`src/rtl/core_mem_router_pkg.sv`:
```
// Shared types and constants for the core data-port router.
// Holds the FSM state encoding, the default region map and width helpers.
package core_mem_router_pkg;

  typedef enum logic [2:0] {
    IDLE,
    REQ,
    WAIT,
    DONE,
    FAULT
  } router_state_t;

  localparam int MAX_PORTS = 8;

  // Default two-port map: port1 = main memory, port0 = MMIO window.
  localparam logic [63:0] MEM_BASE  = 64'h0000_0000_0000_0000;
  localparam logic [63:0] MEM_MASK  = 64'hFFFF_FFFF_F000_0000;
  localparam logic [63:0] MMIO_BASE = 64'h0000_0000_8000_0000;
  localparam logic [63:0] MMIO_MASK = 64'hFFFF_FFFF_8000_0000;

  // Select index width; a single port still carries a 1-bit index.
  function automatic int sel_width(input int num_ports);
    return $clog2(num_ports > 1 ? num_ports : 2);
  endfunction

  function automatic int cnt_width(input int timeout);
    return (timeout > 1) ? $clog2(timeout + 1) : 1;
  endfunction

endpackage

```
`src/rtl/core_mem_router_if.sv`:
```
// Downstream request/response bundle between the router and its per-port FSMs.
// The router drives requests (master); the port FSMs answer (slave).
interface core_mem_router_if #(
  parameter int NUM_PORTS  = 2,
  parameter int ADDR_WIDTH = 64,
  parameter int DATA_WIDTH = 64
);

  logic [NUM_PORTS-1:0]            req_valid;
  logic [NUM_PORTS-1:0]            req_ready;
  logic [ADDR_WIDTH-1:0]           req_addr;
  logic                            req_we;
  logic [DATA_WIDTH-1:0]           req_wdata;
  logic [DATA_WIDTH/8-1:0]         req_wmask;
  logic [NUM_PORTS-1:0]            resp_valid;
  logic [NUM_PORTS*DATA_WIDTH-1:0] resp_rdata;

  modport master (
    output req_valid, req_addr, req_we, req_wdata, req_wmask,
    input  req_ready, resp_valid, resp_rdata
  );

  modport slave (
    input  req_valid, req_addr, req_we, req_wdata, req_wmask,
    output req_ready, resp_valid, resp_rdata
  );

endinterface

```
`src/rtl/core_mem_router_addr_decode.sv`:
```
// Combinational region decoder: address -> one-hot hit, port index, miss.
// Regions may overlap; the lowest matching port index wins.
module router_addr_decode
  import core_mem_router_pkg::*;
#(
  parameter int                              NUM_PORTS   = 2,
  parameter int                              ADDR_WIDTH  = 64,
  parameter logic [NUM_PORTS*ADDR_WIDTH-1:0] REGION_BASE = '0,
  parameter logic [NUM_PORTS*ADDR_WIDTH-1:0] REGION_MASK = '0,
  localparam int                             SEL_W       = sel_width(NUM_PORTS)
) (
  input  logic [ADDR_WIDTH-1:0] i_addr,
  output logic [NUM_PORTS-1:0]  o_hit,
  output logic [SEL_W-1:0]      o_sel,
  output logic                  o_miss
);

  always_comb begin
    // NOTE: every output gets a default before the loop so no path leaves one unassigned (no latch).
    o_hit  = '0;
    o_sel  = '0;
    o_miss = 1'b1;
    // Walk from the top down so the last (lowest-index) match overwrites the rest.
    for (int i = NUM_PORTS - 1; i >= 0; i--) begin
      if ((i_addr & REGION_MASK[i*ADDR_WIDTH +: ADDR_WIDTH]) ==
          REGION_BASE[i*ADDR_WIDTH +: ADDR_WIDTH]) begin
        o_hit    = '0;
        o_hit[i] = 1'b1;
        o_sel    = SEL_W'(i);
        o_miss   = 1'b0;
      end
    end
  end

endmodule

```
`src/rtl/core_mem_router.sv`:
```
// Routes the core data port to one of NUM_PORTS downstream ports through a
// registered request FSM with decode-error and response-timeout faults.
module core_mem_router
  import core_mem_router_pkg::*;
#(
  parameter int                              NUM_PORTS   = 2,
  parameter int                              ADDR_WIDTH  = 64,
  parameter int                              DATA_WIDTH  = 64,
  parameter logic [NUM_PORTS*ADDR_WIDTH-1:0] REGION_BASE = {MEM_BASE, MMIO_BASE},
  parameter logic [NUM_PORTS*ADDR_WIDTH-1:0] REGION_MASK = {MEM_MASK, MMIO_MASK},
  parameter int                              TIMEOUT     = 1023
) (
  input  logic                    clk,
  input  logic                    rstn,
  input  logic [ADDR_WIDTH-1:0]   address_cpu,
  input  logic                    wen_cpu,
  input  logic                    ren_cpu,
  input  logic [DATA_WIDTH-1:0]   wdata_cpu,
  input  logic [DATA_WIDTH/8-1:0] wmask_cpu,
  output logic [DATA_WIDTH-1:0]   rdata_cpu,
  output logic                    mem_stall,
  output logic                    access_fault,
  core_mem_router_if.master       dn
);

  localparam int SEL_W  = sel_width(NUM_PORTS);
  localparam int CNT_W  = cnt_width(TIMEOUT);
  localparam int MASK_W = DATA_WIDTH / 8;

  router_state_t           r_state;
  logic [SEL_W-1:0]        r_sel;
  logic [NUM_PORTS-1:0]    r_req_valid;
  logic [ADDR_WIDTH-1:0]   r_addr;
  logic                    r_we;
  logic [DATA_WIDTH-1:0]   r_wdata;
  logic [MASK_W-1:0]       r_wmask;
  logic [CNT_W-1:0]        r_cnt;
  logic [DATA_WIDTH-1:0]   r_rdata;
  logic                    r_fault;

  logic [NUM_PORTS-1:0]    w_hit;
  logic [SEL_W-1:0]        w_sel;
  logic                    w_miss;
  logic                    w_access;
  logic                    w_accepted;
  logic                    w_resp;
  logic [DATA_WIDTH-1:0]   w_resp_data;
  logic [CNT_W-1:0]        w_cnt_next;
  logic                    w_timeout;

  router_addr_decode #(
    .NUM_PORTS  (NUM_PORTS),
    .ADDR_WIDTH (ADDR_WIDTH),
    .REGION_BASE(REGION_BASE),
    .REGION_MASK(REGION_MASK)
  ) u_decode (
    .i_addr(address_cpu),
    .o_hit (w_hit),
    .o_sel (w_sel),
    .o_miss(w_miss)
  );

  assign w_access   = wen_cpu | ren_cpu;
  assign w_accepted = |(r_req_valid & dn.req_ready);

  // Only the selected port's response is visible; the others are ignored.
  always_comb begin
    w_resp      = 1'b0;
    w_resp_data = '0;
    for (int i = 0; i < NUM_PORTS; i++) begin
      if (int'(r_sel) == i) begin
        w_resp      = dn.resp_valid[i];
        w_resp_data = dn.resp_rdata[i*DATA_WIDTH +: DATA_WIDTH];
      end
    end
  end

  assign w_cnt_next = (r_cnt == {CNT_W{1'b1}}) ? r_cnt : r_cnt + CNT_W'(1);
  assign w_timeout  = (TIMEOUT != 0) && (w_cnt_next == CNT_W'(TIMEOUT));

  assign mem_stall = ((r_state == IDLE) && w_access) ||
                     (r_state == REQ) || (r_state == WAIT);

  assign rdata_cpu    = r_rdata;
  assign access_fault = r_fault;
  assign dn.req_valid = r_req_valid;
  assign dn.req_addr  = r_addr;
  assign dn.req_we    = r_we;
  assign dn.req_wdata = r_wdata;
  assign dn.req_wmask = r_wmask;

  always_ff @(posedge clk or negedge rstn) begin
    if (!rstn) begin
      r_state     <= IDLE;
      r_sel       <= '0;
      r_req_valid <= '0;
      // NOTE: the payload is reset too because it drives visible outputs that must read 0 out of reset.
      r_addr      <= '0;
      r_we        <= 1'b0;
      r_wdata     <= '0;
      r_wmask     <= '0;
      r_cnt       <= '0;
      r_rdata     <= '0;
      r_fault     <= 1'b0;
    end else begin
      // NOTE: nonblocking assignments throughout, so every branch reads the pre-edge state.
      r_fault <= 1'b0;
      case (r_state)
        IDLE: begin
          if (w_access) begin
            if (w_miss) begin
              r_state <= FAULT;
              r_fault <= 1'b1;
              r_rdata <= '0;
            end else begin
              r_state     <= REQ;
              r_sel       <= w_sel;
              r_req_valid <= w_hit;
              r_addr      <= address_cpu;
              r_we        <= wen_cpu;
              r_wdata     <= wdata_cpu;
              r_wmask     <= wmask_cpu;
            end
          end
        end
        REQ: begin
          if (w_accepted) begin
            r_req_valid <= '0;
            r_cnt       <= '0;
            r_state     <= WAIT;
          end
        end
        WAIT: begin
          if (w_resp) begin
            if (!r_we) r_rdata <= w_resp_data;
            r_state <= DONE;
          end else if (w_timeout) begin
            r_state <= FAULT;
            r_fault <= 1'b1;
            r_rdata <= '0;
          end else begin
            r_cnt <= w_cnt_next;
          end
        end
        // The core advances during DONE/FAULT, so the request is not re-decoded here.
        DONE:    r_state <= IDLE;
        FAULT:   r_state <= IDLE;
        default: r_state <= IDLE;
      endcase
    end
  end

endmodule

```
`src/flat_wrapper.sv`:
```
// flat-port wrapper written by rule: the top's interface ports become plain ports
module core_mem_router_flat import core_mem_router_pkg::*;
#(
  parameter int                              NUM_PORTS   = 2,
  parameter int                              ADDR_WIDTH  = 64,
  parameter int                              DATA_WIDTH  = 64,
  parameter logic [NUM_PORTS*ADDR_WIDTH-1:0] REGION_BASE = {MEM_BASE, MMIO_BASE},
  parameter logic [NUM_PORTS*ADDR_WIDTH-1:0] REGION_MASK = {MEM_MASK, MMIO_MASK},
  parameter int                              TIMEOUT     = 1023
)
  (clk, rstn, address_cpu, wen_cpu, ren_cpu, wdata_cpu, wmask_cpu, rdata_cpu, mem_stall, access_fault, dn_req_valid, dn_req_addr, dn_req_we, dn_req_wdata, dn_req_wmask, dn_req_ready, dn_resp_valid, dn_resp_rdata);
  core_mem_router_if #(.NUM_PORTS(NUM_PORTS), .ADDR_WIDTH(ADDR_WIDTH), .DATA_WIDTH(DATA_WIDTH)) dn_i ();
  input  logic clk;
  input  logic rstn;
  input  logic [ADDR_WIDTH-1:0] address_cpu;
  input  logic wen_cpu;
  input  logic ren_cpu;
  input  logic [DATA_WIDTH-1:0] wdata_cpu;
  input  logic [DATA_WIDTH/8-1:0] wmask_cpu;
  output logic [DATA_WIDTH-1:0] rdata_cpu;
  output logic mem_stall;
  output logic access_fault;
  output wire logic [$bits(dn_i.req_valid)-1:0] dn_req_valid;
  output wire logic [$bits(dn_i.req_addr)-1:0] dn_req_addr;
  output wire logic [$bits(dn_i.req_we)-1:0] dn_req_we;
  output wire logic [$bits(dn_i.req_wdata)-1:0] dn_req_wdata;
  output wire logic [$bits(dn_i.req_wmask)-1:0] dn_req_wmask;
  input wire logic [$bits(dn_i.req_ready)-1:0] dn_req_ready;
  input wire logic [$bits(dn_i.resp_valid)-1:0] dn_resp_valid;
  input wire logic [$bits(dn_i.resp_rdata)-1:0] dn_resp_rdata;
  assign dn_req_valid = dn_i.req_valid;
  assign dn_req_addr = dn_i.req_addr;
  assign dn_req_we = dn_i.req_we;
  assign dn_req_wdata = dn_i.req_wdata;
  assign dn_req_wmask = dn_i.req_wmask;
  assign dn_i.req_ready = dn_req_ready;
  assign dn_i.resp_valid = dn_resp_valid;
  assign dn_i.resp_rdata = dn_resp_rdata;
  core_mem_router #(.NUM_PORTS(NUM_PORTS), .ADDR_WIDTH(ADDR_WIDTH), .DATA_WIDTH(DATA_WIDTH), .REGION_BASE(REGION_BASE), .REGION_MASK(REGION_MASK), .TIMEOUT(TIMEOUT)) u_core (.clk(clk), .rstn(rstn), .address_cpu(address_cpu), .wen_cpu(wen_cpu), .ren_cpu(ren_cpu), .wdata_cpu(wdata_cpu), .wmask_cpu(wmask_cpu), .rdata_cpu(rdata_cpu), .mem_stall(mem_stall), .access_fault(access_fault), .dn(dn_i));
endmodule
```
`config.mk`:
```
export PLATFORM = sky130hd
export DESIGN_NAME = core_mem_router_flat
export DESIGN_NICKNAME = d
export VERILOG_FILES = /design/src/rtl/core_mem_router_pkg.sv /design/src/rtl/core_mem_router_if.sv /design/src/rtl/core_mem_router_addr_decode.sv /design/src/rtl/core_mem_router.sv /design/src/flat_wrapper.sv
export SDC_FILE = /design/constraint.sdc
export NUM_CORES = 1
export LEC_CHECK = 0
export ABC_CLOCK_PERIOD_IN_PS = 5370
export CAP_MARGIN = 15
export CORE_AREA = 2 2 183 185
export CTS_CLUSTER_DIAMETER = 60
export DETAILED_ROUTE_END_ITERATION = 8
export DIE_AREA = 0 0 185 187
export GPL_ROUTABILITY_DRIVEN = 0
export PLACE_DENSITY = 0.64
export SETUP_SLACK_MARGIN = 0.1
export SYNTH_ARGS = -nofsm -noshare
export SYNTH_HDL_FRONTEND = slang
export SYNTH_SLANG_ARGS = --single-unit
```
`constraint.sdc`:
```
create_clock -name clk -period 5.37 [get_ports clk]
set_clock_uncertainty 0.2 [all_clocks]
set_input_delay 1.074 -clock clk [delete_from_list [all_inputs] [get_ports clk]]
set_output_delay 1.074 -clock clk [all_outputs]
set_load 0.02 [all_outputs]
```
==> flow_summary.toml, run 1 <==
[status]
status = "finished clean"

[timing]
tightest_slew_ps = 1063
rsz0062_at_grt = "no"
setup_ws_ps = 1314
finalCritPeriodShare = 0.7553
relSlewSlack = 0.2915
slew_viol_final = 0
fin_crit_ps = 4056
fin_setup_tns_ps = 0
setup_viol = 0
fmax_mhz = 246.5
finalHoldViolCount = 0

[grt]
grt_overflow = 0
grt_pass1_wl_um = 45260
antenna_found_initial = 0
grt_max_degree = 109
first_global_vias = 7665
grt_use_total = 0.1678

[detailed_routing]
wirelength_um = 30150
routedWlPerCell_um = 18.84
drcViolationCount = 0
drt-pass1-iter-count = 4
vias = 7236
ant_nets = 0
vias_per_cell = 4.523
drt_iter0_markers = 290

[power_and_ir_drop]
power_mw = 3.793
max-vdd-ir-drop_uv = 227.5
power_density_nw_per_um2 = 247.9
p_leak_nw = 6.455

[worst_setup_path]
critical_path_class = "in2reg"
critPathRequiredTime_ps = 5630
crit_end = "u_core.rdata_cpu[22]"
worstRegToRegCells = 8
worstSetupEndpointType = "flip-flop"
crit_fanout = 33
startpoint = "address_cpu[28]"
start_kind = "input port"
cp.arrival_ps = 4310
rr_endpoint = "u_core.rdata_cpu[22]"
reg2reg_from = "u_core.r_cnt[0]"
ff2ff_setup_slack_ps = 1700

[floorplanning]
core_um2 = 32860
start_util = 0.2786
std_cell_rows = 67
fp.dieArea_um2 = 34600
num_io_pins = 477
die_w_um = 185
die_y_um = 187

[cells_and_area]
regArea_um2 = 5459
diodes = 0
nFillCells = 2976
layout-drive-gt1-share = 0.1571
final_cell_mix = "475 x clkdlybuf4s50_1, 217 x dfrtp_1, 106 x mux2_2"
multiInputGateArea_um2 = 3457
nets = 1406
mostFrequentLayoutCell = "clkdlybuf4s50_1"
syn2layout_area_growth_pct = 67.17

[logic_synthesis]
yosys-top-cells-area = "dfrtp_1 60%, mux2_2 13%, mux2i_1 7.2%"
synth_area_per_cell_um2 = 13.83
yosysWarnings = 0
ys.flop_type = "dfrtp_1"
syn_inst = 662
syn_area_um2 = 9154
synth-edff-count = 0
yosysTopAreaCell = "dfrtp_1"
syn_nets = 935
synth_seq_cells = 218
synth_cell_types = 57
async_flop_share = 1.000
synth_top_area_share = 0.5960
synth-seq-area-share = 0.5960

[clock_network]
cts_tree = "yes"
clkSlewWorstSetupHoldPaths_ps = 60
numCtsBuffers = 26
cts_resized = 0
cts.sinks = 218
cts_hold_buf = 0
h-tree-depth = 1
cts-root-buf = "clkbuf_16"
worstSkewPairLatency_ps = 530
postCtsSetupRepairBufs = 0
clockBufferDepth = 3

[placed_design]
hpwlAfterDp_um = 22420
portBuffers = 476
dp_slack_ps = 647.3

[flow_run]
max-cap-violations = 0

[min_path]
hold_class = "reg2reg"
## sequential cells by signal, summed over array words and instances (netlist names), 2 cells and up
register	flops
u_core.rdata_cpu	64
u_core.r_state	3
u_core.r_cnt	10
u_core.dn.req_valid	2
u_core.dn.req_addr	64
u_core.dn.req_wmask	8
u_core.dn.req_wdata	64
## report_power, final
part / internal [mW] / leakage (nW) / switching, mW
Sequential: 1.64 / 3.03 / 0.00203
Combinational: 0.194 / 2.97 / 0.103
Clock: 1.13 / 0.457 / 0.721
Total: 2.97 / 6.46 / 0.826
## metrics by stage
stage            util  cell area [um^2]  instances  hold WS, ps
6_report       0.4657             15300       1600        284.9
3_5_place_dp   0.4371             14360       1552        273.4
4_1_cts        0.4650             15280       1599        290.5
2_1_floorplan       -              9154        662        301.5
3_3_place_gp   0.4371             14360       1552        269.6
5_1_grt        0.4657             15300       1600        297.3
## synthesized netlist by cell type (2+ instances only)
cell	count
a21oi_1	6
and3_1	3
a21bo_2	2
o2bb2ai_1	64
nor3_2	2
buf_2	12
inv_1	3
clkbuf_1	20
buf_1	2
nand2_1	20
o31ai_1	2
mux2i_1	66
or3_1	3
nor4_1	10
mux2_2	106
dfrtp_1	218
a31oi_1	2
nand4_1	4
nor2_1	8
buf_6	7
a21boi_0	2
o211a_1	2
nor3_1	8
o21a_1	2
nor2b_1	38
o211ai_1	2
nand3_1	7
o21ai_0	9
nand2b_1	3
nor3b_1	2
## kinds of logic after synthesis
logic type | synth area share
flops | 0.5960
mux | 0.2026
simple gates | 0.07422
compound gates | 0.09910
buf+inv | 0.02679
fa+ha+maj | 0.001367
## area by class of cell
type | instances | area share
clock inverters | 9 | 0.008095
well taps | 448 | 0.03663
repair buffers | 486 | 0.3199
flip-flops and latches | 218 | 0.3567
multi-input cells | 398 | 0.2259
inverters | 3 | 0.0007359
clock buffers | 38 | 0.05200
## worst min-delay path by stage
| stage | startpoint | endpoint | slack (ps) | cells past startpoint |
|---|---|---|---|---|
| after floorplan | u_core.r_cnt[4] | u_core.r_cnt[4] | 300 | 1 |
| after global placement | u_core.rdata_cpu[1] | u_core.rdata_cpu[1] | 270 | 1 |
| after detailed placement | u_core.rdata_cpu[16] | u_core.rdata_cpu[16] | 270 | 1 |
| after CTS | u_core.rdata_cpu[29] | u_core.rdata_cpu[29] | 290 | 1 |
| after global routing | u_core.rdata_cpu[44] | u_core.rdata_cpu[44] | 300 | 1 |
| final | u_core.rdata_cpu[29] | u_core.rdata_cpu[29] | 280 | 1 |
## metal layers
metal,GRT usage,vias up,routed length (um)
met1,0.1993,3479,11840
li1,-,3370,-
met4,0.03236,0,447
met2,0.2910,348,14590
met3,0.06133,39,3268
met5,0,-,0
## worst max-delay path, cell delays in order
cell and delay (ps):
clkdlybuf4s50_1 440, nor3_1 770, nor2_1 160, nor4b_2 670
nor4_1 190, o21ai_4 390, buf_4 420, o2bb2ai_1 170
No activity file was read; power rests on OpenSTA's default activity.
==> inputs of run 2 (changes only) <==
Settings changed: ABC_CLOCK_PERIOD_IN_PS 5370 to 3600, PLACE_DENSITY 0.64 to 0.67.
Clock period 5.37 ns to 3.6 ns, I/O delays scaled along.
==> run 2 against run 1 <==
  * The run now ends with hold timing left
  * Utilization is 0.36 points higher
  * Via count is 1.2% higher
  * Non-clock buffer count is 17 higher
  * Worst hold slack worse by 310 ps
  * Die area stayed put
  * Critical path depth is 4 lower
  * Final cell count is 1.1% higher
  * Total power is 47% higher
  * Sequential power is 49% higher
  * Global-route usage is 0.16 points higher
  * Register-to-register slack worse by 1100 ps
  * Sequential share of layout area is 0.27 points lower
==> flow_summary.toml, run 2 (synthesized netlist as in run 1, its figures left out) <==
[timing]
finalHoldViolCount = 9
fmax_mhz = 300.9
holdWs_ps = -29.07
slew_viol_final = 0
rsz0062_at_grt = "no"
fin_setup_tns_ps = 0
fin_crit_ps = 3323
finalCritPeriodShare = 0.9230
setup_viol = 0
tightest_slew_ps = 816.7
relSlewSlack = 0.4556

[clock_network]
cts_tree = "yes"
clockBufferDepth = 3
h-tree-depth = 1
cts.sinks = 218
cts_resized = 0
cts-root-buf = "clkbuf_16"
postCtsSetupRepairBufs = 0
clkSlewWorstSetupHoldPaths_ps = 60
cts_hold_buf = 0
worstSkewPairLatency_ps = 530
numCtsBuffers = 27

[worst_setup_path]
rr_endpoint = "u_core.r_cnt[0]"
start_kind = "flip-flop"
crit_fanout = 6
critical_path_class = "reg2out"
worstRegToRegCells = 8
reg2reg_from = "u_core.r_cnt[0]"
ff2ff_setup_slack_ps = 600
critPathRequiredTime_ps = 2680
worstSetupEndpointType = "output pin"
cp.arrival_ps = 2400

[detailed_routing]
top_layer = "met5"
wirelength_um = 30440
routedWlPerCell_um = 18.81
drt-pass1-iter-count = 4
vias_per_cell = 4.526
drt_iter0_markers = 293
drcViolationCount = 0
vias = 7323
met3_length_um = 3456
ant_nets = 0
drt-met1-wl_um = 11470
wl_met2_um = 14900

[power_and_ir_drop]
max-vdd-ir-drop_uv = 401.8
intPower_mw = 4.352
clockPowerShare = 0.476
power_density_nw_per_um2 = 360.4
sequentialPowerShare = 0.442
power_switching_mw = 1.205
p_leak_nw = 6.519
power_frac_comb = 0.082
swShare = 0.2168

[status]
violations = "hold timing"
status = "complete, but fails checks"

[cells_and_area]
final_util = 0.4693
nFillCells = 3013
syn2layout_area_growth_pct = 68.47
mostFrequentLayoutCell = "clkdlybuf4s50_1"
final_cell_mix = "475 x clkdlybuf4s50_1, 217 x dfrtp_1, 106 x mux2_2"
layout-drive-gt1-share = 0.1670
nets = 1424

[grt]
grt_pass1_wl_um = 45490
grt_overflow = 0
grt_max_degree = 91
antenna_found_initial = 2
first_global_vias = 7788
grt_use_total = 0.1693

[placed_design]
portBuffers = 476
hpwlAfterDp_um = 23290

[floorplanning]
core_um2 = 32860
die_y_um = 187
die_w_um = 185
start_util = 0.2786
std_cell_rows = 67
fp.dieArea_um2 = 34600
num_io_pins = 477

[min_path]
hold_class = "in2async"

[flow_run]
max-cap-violations = 0
==> run 2: changes by cell type in the layout (fill, tap and decap cells not counted), moves of 2 or more <==
cell	previous run	this run
buf_12	4	7
buf_4	6	20
clkbuf_8	10	4
diode_2	0	2
clkbuf_1	2	4
clkinv_2	2	4
==> run 2: area by class of cell <==
cell class                 instances  area, um^2  share of cell area
inverter                           3       11.26           0.0007302
timing repair buffer             503        5060              0.3281
multi-input combinational        398        3457              0.2242
tap                              448       560.5             0.03635
clock buffer                      35       745.7             0.04836
clock inverter                    11       122.6            0.007951
sequential                       218        5459              0.3540
antenna                            2       5.005           0.0003245
==> run 2: metrics by stage <==
stage | cell area (um^2) | setup slack [ps] | std cells | total power [mW] | hold WS, ps
6_report | 15420 | 277.1 | 1618 | 5.557 | -29.07
4_1_cts | 15420 | 239.0 | 1616 | 5.658 | 15.79
3_5_place_dp | 14550 | 100.4 | 1570 | 2.962 | 274.5
3_3_place_gp | 14550 | 76.73 | 1570 | 2.960 | 269.8
5_1_grt | 15420 | 132.6 | 1617 | 5.798 | 40.39
2_1_floorplan | 9154 | 970.0 | 662 | 2.579 | 224.4
==> run 2: per-layer routing <==
layer	up-vias	global-route usage
li1	3423	-
met1	3528	0.1908
met2	332	0.2973
met5	-	0
met3	38	0.06717
met4	2	0.04212
==> run 2: how the worst max path moves through the flow <==
stage	start	end	slack (ps)	depth (start not counted)
CTS	u_core.r_state[1]	mem_stall	240	4
finish	u_core.r_state[1]	mem_stall	280	4
floorplan	address_cpu[59]	u_core.dn.req_addr[10]	970	7
global route	u_core.r_state[1]	mem_stall	130	4
global placement	address_cpu[48]	u_core.dn.req_wdata[59]	80	8
detailed placement	address_cpu[49]	u_core.dn.req_addr[3]	100	8
==> run 2: worst max-delay path: stages, from the launching register on <==
cell and delay, ps:
dfrtp_1 430, nor2b_1 250, nor2b_1 400, or3_1 180, clkdlybuf4s50_1 620
==> run 2: power groups by stage <==
stage / combinational, mW / clock, mW / sequential, mW
after floorplan: 0.0777 / 0 / 2.50
after global routing: 0.493 / 2.85 / 2.46
final: 0.454 / 2.65 / 2.46
after detailed placement: 0.461 / 0 / 2.50
after global placement: 0.459 / 0 / 2.50
after CTS: 0.464 / 2.74 / 2.46
==> inputs of run 3 (changes only) <==
Settings changed: CAP_MARGIN 15 to default.
==> results of run 3 <==
Same layout as run 2: the final DEF is identical, and so are final timing and power.
